<file path="src/rtl/edge_generator.sv">
// Programmable pulse-train source: emits N pulses of H high / L low cycles on a
// registered output and keeps cumulative rising/falling edge tallies.
module edge_generator #(
    parameter int CNT_W = 32,
    parameter int DUR_W = 16
) (
    input  logic             clk,
    input  logic             reset_n,
    input  logic             start,
    input  logic             abort,
    input  logic [CNT_W-1:0] num_pulses,
    input  logic [DUR_W-1:0] high_cycles,
    input  logic [DUR_W-1:0] low_cycles,
    output logic             signal,
    output logic             busy,
    output logic             done,
    output logic [CNT_W-1:0] posedge_sent,
    output logic [CNT_W-1:0] negedge_sent
);

    localparam logic [CNT_W-1:0] CNT_ONE = CNT_W'(1);
    localparam logic [DUR_W-1:0] DUR_ONE = DUR_W'(1);

    typedef enum logic [1:0] {
        ST_IDLE = 2'd0,
        ST_HIGH = 2'd1,
        ST_LOW  = 2'd2
    } state_t;

    state_t           state_r,       state_s;
    logic [DUR_W-1:0] dur_cnt_r,     dur_cnt_s;
    logic [DUR_W-1:0] high_m1_r,     high_m1_s;
    logic [DUR_W-1:0] low_m1_r,      low_m1_s;
    logic [CNT_W-1:0] pulses_left_r, pulses_left_s;
    logic [CNT_W-1:0] pos_r,         pos_s;
    logic [CNT_W-1:0] neg_r,         neg_s;
    logic             signal_r,      signal_s;
    logic             busy_r,        busy_s;
    logic             done_r,        done_s;

    // Phase length minus one; a programmed 0 behaves as a 1-cycle phase.
    function automatic logic [DUR_W-1:0] dur_m1(input logic [DUR_W-1:0] d);
        logic [DUR_W-1:0] r;
        if (d == '0) begin
            r = '0;
        end else begin
            r = d - DUR_ONE;
        end
        return r;
    endfunction

    // Next-state, waveform and tally logic.
    always_comb begin
        state_s       = state_r;
        dur_cnt_s     = dur_cnt_r;
        high_m1_s     = high_m1_r;
        low_m1_s      = low_m1_r;
        pulses_left_s = pulses_left_r;
        pos_s         = pos_r;
        neg_s         = neg_r;
        signal_s      = signal_r;
        busy_s        = busy_r;
        done_s        = 1'b0;
        case (state_r)
            ST_IDLE: begin
                if (abort) begin
                    state_s = ST_IDLE;
                end else if (start && (num_pulses == '0)) begin
                    done_s = 1'b1;
                end else if (start) begin
                    high_m1_s     = dur_m1(high_cycles);
                    low_m1_s      = dur_m1(low_cycles);
                    dur_cnt_s     = dur_m1(high_cycles);
                    pulses_left_s = num_pulses - CNT_ONE;
                    signal_s      = 1'b1;
                    busy_s        = 1'b1;
                    pos_s         = pos_r + CNT_ONE;
                    state_s       = ST_HIGH;
                end else begin
                    state_s = ST_IDLE;
                end
            end
            ST_HIGH, ST_LOW: begin
                if (abort) begin
                    // Only a level that is actually high produces a falling edge
                    if (signal_r) begin
                        neg_s = neg_r + CNT_ONE;
                    end else begin
                        neg_s = neg_r;
                    end
                    signal_s = 1'b0;
                    busy_s   = 1'b0;
                    state_s  = ST_IDLE;
                end else if (dur_cnt_r != '0) begin
                    dur_cnt_s = dur_cnt_r - DUR_ONE;
                end else if (state_r == ST_HIGH) begin
                    signal_s  = 1'b0;
                    neg_s     = neg_r + CNT_ONE;
                    dur_cnt_s = low_m1_r;
                    state_s   = ST_LOW;
                end else if (pulses_left_r != '0) begin
                    pulses_left_s = pulses_left_r - CNT_ONE;
                    signal_s      = 1'b1;
                    pos_s         = pos_r + CNT_ONE;
                    dur_cnt_s     = high_m1_r;
                    state_s       = ST_HIGH;
                end else begin
                    // Final low phase has elapsed: the train is complete
                    busy_s  = 1'b0;
                    done_s  = 1'b1;
                    state_s = ST_IDLE;
                end
            end
            default: begin
                signal_s = 1'b0;
                busy_s   = 1'b0;
                state_s  = ST_IDLE;
            end
        endcase
    end

    // State and output registers.
    always_ff @(posedge clk or negedge reset_n) begin
        if (!reset_n) begin
            state_r       <= ST_IDLE;
            dur_cnt_r     <= '0;
            high_m1_r     <= '0;
            low_m1_r      <= '0;
            pulses_left_r <= '0;
            pos_r         <= '0;
            neg_r         <= '0;
            signal_r      <= 1'b0;
            busy_r        <= 1'b0;
            done_r        <= 1'b0;
        end else begin
            state_r       <= state_s;
            dur_cnt_r     <= dur_cnt_s;
            high_m1_r     <= high_m1_s;
            low_m1_r      <= low_m1_s;
            pulses_left_r <= pulses_left_s;
            pos_r         <= pos_s;
            neg_r         <= neg_s;
            signal_r      <= signal_s;
            busy_r        <= busy_s;
            done_r        <= done_s;
        end
    end

    assign signal       = signal_r;
    assign busy         = busy_r;
    assign done         = done_r;
    assign posedge_sent = pos_r;
    assign negedge_sent = neg_r;

    edge_generator_checker #(.CNT_W(CNT_W)) u_checker (
        .clk          (clk),
        .reset_n      (reset_n),
        .signal       (signal_r),
        .busy         (busy_r),
        .done         (done_r),
        .posedge_sent (pos_r),
        .negedge_sent (neg_r)
    );

endmodule

// Structural properties of the generator outputs.
module edge_generator_checker #(
    parameter int CNT_W = 32
) (
    input logic             clk,
    input logic             reset_n,
    input logic             signal,
    input logic             busy,
    input logic             done,
    input logic [CNT_W-1:0] posedge_sent,
    input logic [CNT_W-1:0] negedge_sent
);

    // Tallies differ by exactly the current output level.
    tally_balance_a : assert property (@(posedge clk) disable iff (!reset_n)
        (CNT_W'(posedge_sent - negedge_sent) == CNT_W'(signal)));

    done_idle_a : assert property (@(posedge clk) disable iff (!reset_n)
        done |-> !busy);

endmodule
</file>
<file path="config.mk">
export PLATFORM = sky130hd
export DESIGN_NAME = edge_generator
export DESIGN_NICKNAME = d
export VERILOG_FILES = /design/src/rtl/edge_generator.sv
export SDC_FILE = /design/constraint.sdc
export NUM_CORES = 1
export LEC_CHECK = 0
export CORE_ASPECT_RATIO = 1.25
export CORE_MARGIN = 1
export CORE_UTILIZATION = 35
export DETAILED_ROUTE_END_ITERATION = 6
export DONT_BUFFER_PORTS = 1
export GPL_ROUTABILITY_DRIVEN = 0
export SLEW_MARGIN = 20
export SYNTH_ARGS = -nofsm -noshare
export SYNTH_HDL_FRONTEND = slang
export SYNTH_SLANG_ARGS = --single-unit
export TNS_END_PERCENT = 100
</file>
<file path="constraint.sdc">
create_clock -name clk -period 5.6 [get_ports clk]
set_input_delay 1.12 -clock clk [delete_from_list [all_inputs] [get_ports clk]]
set_output_delay 1.12 -clock clk [all_outputs]
set_load 0.03 [all_outputs]
</file>
Word-level counts from Yosys, hierarchy flattened. Cells that the tools add are included.

Register bits: 149. Logic and storage cells: 111.

Reductions and logical operators: 17. Mux-type cells: 58. Eq/ne operators: 17. Add/sub/neg operators: 7. Bitwise operators: 2.

Operator list (count): $mux W32 (18); $mux W16 (9); $pmux W32 S2 (2); $add A32 B1 Y32 const B (2); $sub A32 B1 Y32 const B (2); $sub A16 B1 Y16 const B (3); $logic_not A16 Y1 (2); $logic_not A32 Y1 (1); $pmux W16 S2 (1); $reduce_bool A32 Y1 (1); $mux W1 (19); $ne A2 B2 Y1 const B (8); $reduce_bool A16 Y1 (1); $ne A3 B3 Y1 const B (4); $reduce_and A6 Y1 (2); $mux W2 (5); $ne A4 B4 Y1 const B (2); $reduce_and A4 Y1 (2); $reduce_and A8 Y1 (1); $pmux W1 S2 (3); $reduce_and A5 Y1 (1); $pmux W2 S2 (1); $reduce_bool A2 Y1 (2); $eq A2 B1 Y1 const B (1); 7 further kinds (8).

Logic depth before layout (Yosys ltp).
Word-level depth: 6. Mapped depth: 19. Mapped depth without buffers: 11.

Worst setup path before layout. OpenSTA, ideal clock, no wires.

Path kind: flip-flop to flip-flop. Start point: reg state_r[0]. End point: reg pulses_left_r[30]. Data arrival time: 4.455 ns. Path buffers: 8. Cell stages (with the launch flop): 19. Setup time: 0.126 ns. Slack: 1.019 ns. Cells stage by stage: dfrtp_1 > inv_1 > ha_1 > buf_6 > buf_6 > buf_6 > buf_2 > buf_1 > clkbuf_1 > clkbuf_1 > mux2i_1 > ha_1 > nor4b_1 > o22ai_1 > or4_1 > buf_2 > nor3_2 > xor2_1 > a221o_1.

Word-level cells in the longest chain between the ends: 4.

Ends and longest elaborated chain: from (decl) (RTL line 30) `state_t state_r, state_s;`; from (signal assigned) (RTL line 136) `state_r <= state_s;`; $eq A2 B1 Y1 or $eq A2 B2 Y1 (tied branches) (RTL line 64, 96); $reduce_or A2 Y1 (RTL line 64) `case (state_r)`; $ne A2 B2 Y1 (no line) or $reduce_bool A2 Y1 (tied branches); $reduce_and A8 Y1 (no line); to (signal assigned) (RTL line 140) `pulses_left_r <= pulses_left_s;`; to (decl) (RTL line 34) `logic [CNT_W-1:0] pulses_left_r, pulses_left_s;`.

Several ways; a longest one is shown, not always the timed one. A chain may end at the register's enable or synchronous reset.

Final worst setup path. Same ends and word-level chain as after synthesis.

==> metrics.csv <==
stage,metric,value,unit
logic_synthesis,"Distinct cells, synth",74,
power_and_ir_drop,post-layout total power,0.004921,W
setup_path,crit-path cells,"inv_1, ha_4, mux2i_1, ha_1, nor4b_1, o22ai_1, or4_1, nor3_2, xor2_1, a221o_1",
global_routing,met1 GRT Util,0.2262,
sta,total count of hold-check failures in the final report,0,
clocking,clock buffers created by TritonCTS,17,
clocking,post-cts hold buffer count,0,
logic_synthesis,ys async rst share,1.000,
sta,summed negative setup slack over all endpoints,0,ns
logic_synthesis,warnings from Yosys,0,
setup_path,Crit Path Class,register to register,
clocking,TritonCTS clock tree,yes,
logic_synthesis,gate count after technology mapping,1038,
drt,total via count after detailed routing,7779,
logic_synthesis,post-synthesis instance area,9264,µm²
sta,RSZ-0062 raised after global routing,no,
setup_path,max incr delay on CP,0.78,ns
setup_path,data required time at the worst endpoint,5.91,ns
setup_path,largest delay contributor family on the critical path,simple AND/OR/NAND/NOR gates,
global_routing,number of global-route vias before repair,7574,
sta,total of endpoints with negative setup slack in the final report,0,
global_routing,antenna violations before repair,0,
clocking,maximum buffer depth of the clock tree,2,
clocking,count of H-tree levels built during CTS,4,
clocking,clock root buffer,clkbuf_16,
layout,final-stage net count,1095,
layout,fraction of layout cells with a size suffix above 1,0.08066,
clocking,Post-CTS Setup Inserts,0,
drt,iteration-0 DRC count of the detailed router,439,
global_routing,largest net degree at the start of global routing,150,
drt,via density per instance,5.682,
setup_path,slowest CP cell,or4_1,
setup_path,"Data arrival, critical path",4.25,ns
logic_synthesis,leading cell type by number of instances after synthesis,dfrtp_1,
placement,Post-DP HPWL,18120,µm
status,status,"complete, no violations",
power_and_ir_drop,Max rail drop VDD,0.0002704,V
clocking,number of gates resized after CTS,0,
logic_synthesis,Mean Syn Cell Area,8.925,µm²
setup_path,cell count along the critical path,10,
global_routing,residual overflow from global routing,0,
floorplan,die area,27130,µm²
floorplan,count of boundary I/O pins,135,
setup_path,category of the worst setup path capture point,register,
drt,number of remaining DRC errors,0,
drt,routed wirelength normalized by instance count,18.51,µm
setup_path,maximum fanout count along the critical path,46,
setup_path,sum of buffers and inverters on the critical path,1,
sta,highest achievable clock rate,0.2540,GHz
logic_synthesis,Area contributors post-synth,"dfrtp_1 40%, xnor2_1 7.2%, nand2_1 5.5%",
sta,crit share post-route,0.7031,
drt,First-pass DRT Iterations,5,
power_and_ir_drop,leakage power,3.930,nW
power_and_ir_drop,Power Dens Cells,483.9,nW/µm²
clocking,clk sinks,149,
setup_path,path depth of the worst reg2reg path,10,
setup_path,kind of start point of the critical path,register,
floorplan,core area,26010,µm²
sta,setup skew after layout,0.01407,ns
clocking,clock latency at the later pin of the worst-skew pair,0.43,ns
global_routing,met3 Use GR,0.05037,
sta,min cycle time layout,3.937,ns
run,Maximum Capacitance Violations,0,
drt,total routed wirelength,25340,µm
layout,area delta synth->final,9.779,%
logic_synthesis,cell taking the most area after synthesis,dfrtp_1,
floorplan,Die X,147.5,µm
setup_path,source of the worst register-to-register timing path,state_r[0],
sta,Worst Max-Slew Pin Slew,0.9713,ns
global_routing,overall track demand over capacity in global routing,0.1900,
logic_synthesis,proportion of synthesized chip area in sequential cells,0.4025,
logic_synthesis,Post-synth EDFFs,0,
logic_synthesis,Synth top area share,0.4025,
setup_path,Worst setup startpoint,state_r[0],
logic_synthesis,Synth Net Count,1117,
sta,number of pins with negative max-slew slack in the final report,0,
logic_synthesis,"top cells by count, synth","149 x dfrtp_1, 135 x nand2_1, 76 x xnor2_1",
logic_synthesis,"flops & latches, synth",149,
clocking,Clock Pin Slew Worst Setup and Hold Paths,0.07,ns
sta,Slew Limit Headroom,0.3501,
layout,antenna cells,0,
global_routing,met2 usage,0.3225,
global_routing,first-pass GRT wire length,40710,µm
floorplan,initial core utilization,0.3561,
drt,number of routed nets with antenna violations,0,
logic_synthesis,Most used DFF post-synth,dfrtp_1,
global_routing,global-route layer with the greatest usage,met2,
placement,number of I/O port buffers,0,
floorplan,Chip Height,183.9,µm
worst_hold_path,HP Class,input pin to async pin,
floorplan,count of standard-cell rows,66,
-- sequential cells by signal, summed over array words and instances, names as in the netlist --
| name | cells |
|---|---|
| busy | 1 |
| done | 1 |
| dur_cnt_r | 16 |
| high_m1_r | 16 |
| low_m1_r | 16 |
| negedge_sent | 32 |
| posedge_sent | 32 |
| pulses_left_r | 32 |
| signal | 1 |
| state_r | 2 |
-- path summary, 6_finish.rpt --
path / endpoint / slack [ns]
max: pulses_left_r[30] / 1.66
min: negedge_sent[15] / 0.38
max reg2reg: pulses_left_r[30] / 1.66
min reg2reg: high_m1_r[11] / 0.48
max in group asynchronous: pulses_left_r[23] / 4.98
min in group clk: high_m1_r[11] / 0.48
-- through the flow --
| stage | std cells | setup WS, ns | util | hold WS, ns | cell area (µm²) |
|---|---|---|---|---|---|
| 6_report | 1369 | 1.663 | 0.3910 | 0.3803 | 10170 |
| 5_1_grt | 1369 | 1.378 | 0.3910 | 0.3608 | 10170 |
| 4_1_cts | 1369 | 1.665 | 0.3910 | 0.3606 | 10170 |
| 3_5_place_dp | 1337 | 1.538 | 0.3673 | 0.4659 | 9555 |
| 3_3_place_gp | 1337 | 1.623 | 0.3673 | 0.4579 | 9555 |
| 2_1_floorplan | 1038 | 1.019 | - | 0.4444 | 9264 |
-- layout make-up --
class / count / area, µm²
fill: 2606 / 15840
multi-input combinational: 822 / 5266
clock inverter: 15 / 188.9
sequential: 149 / 3729
timing repair buffer: 10 / 75.07
inverter: 16 / 60.06
clock buffer: 17 / 425.4
tap: 340 / 425.4
-- layout by cell type (no fill, tap or decap), types with 4 or more instances in the layout --
master,count
inv_8,5
buf_4,10
and4_1,5
xor2_1,43
a21o_1,4
dfrtp_1,149
or4_1,13
a21oi_1,42
or2_2,4
nor3b_1,11
nand3b_1,4
mux2i_1,18
nor3_1,47
o22ai_1,12
ha_1,10
and2_1,8
nand2_1,135
inv_1,16
xnor2_1,76
a221o_1,4
o21ai_0,61
nor2_1,75
nand4b_1,4
nor4_1,34
nand3_1,39
nand4_1,27
nand2b_1,6
nor3_2,11
o211ai_1,5
or3_1,9
nor4b_1,5
and3_1,13
a31oi_1,4
a22oi_1,13
a22o_1,7
o31ai_1,12
a32oi_1,5
clkbuf_16,17
mux2_2,9
-- power by group --
part	total [W]	switching [W]	internal, W
logic	0.00181	0.00107	0.000735
registers	0.00189	0.000471	0.00142
clock network	0.00122	0.000540	0.000681
-- cells by family after synthesis --
family          Yosys count  share of synthesized area
buf+inv                  67                    0.03188
fa+ha+maj                11                    0.01486
mux                      27                    0.03039
simple gates            470                     0.2709
xor+xnor                119                     0.1125
flops                   149                     0.4025
compound gates          195                     0.1370
-- layer usage --
metal / up-vias / share of wire
li1: 3723 / -
met1: 3749 / 0.41
met2: 265 / 0.49
met3: 42 / 0.073
met4: 0 / 0.028
met5: - / 0
No activity file was read; power rests on OpenSTA's default activity.
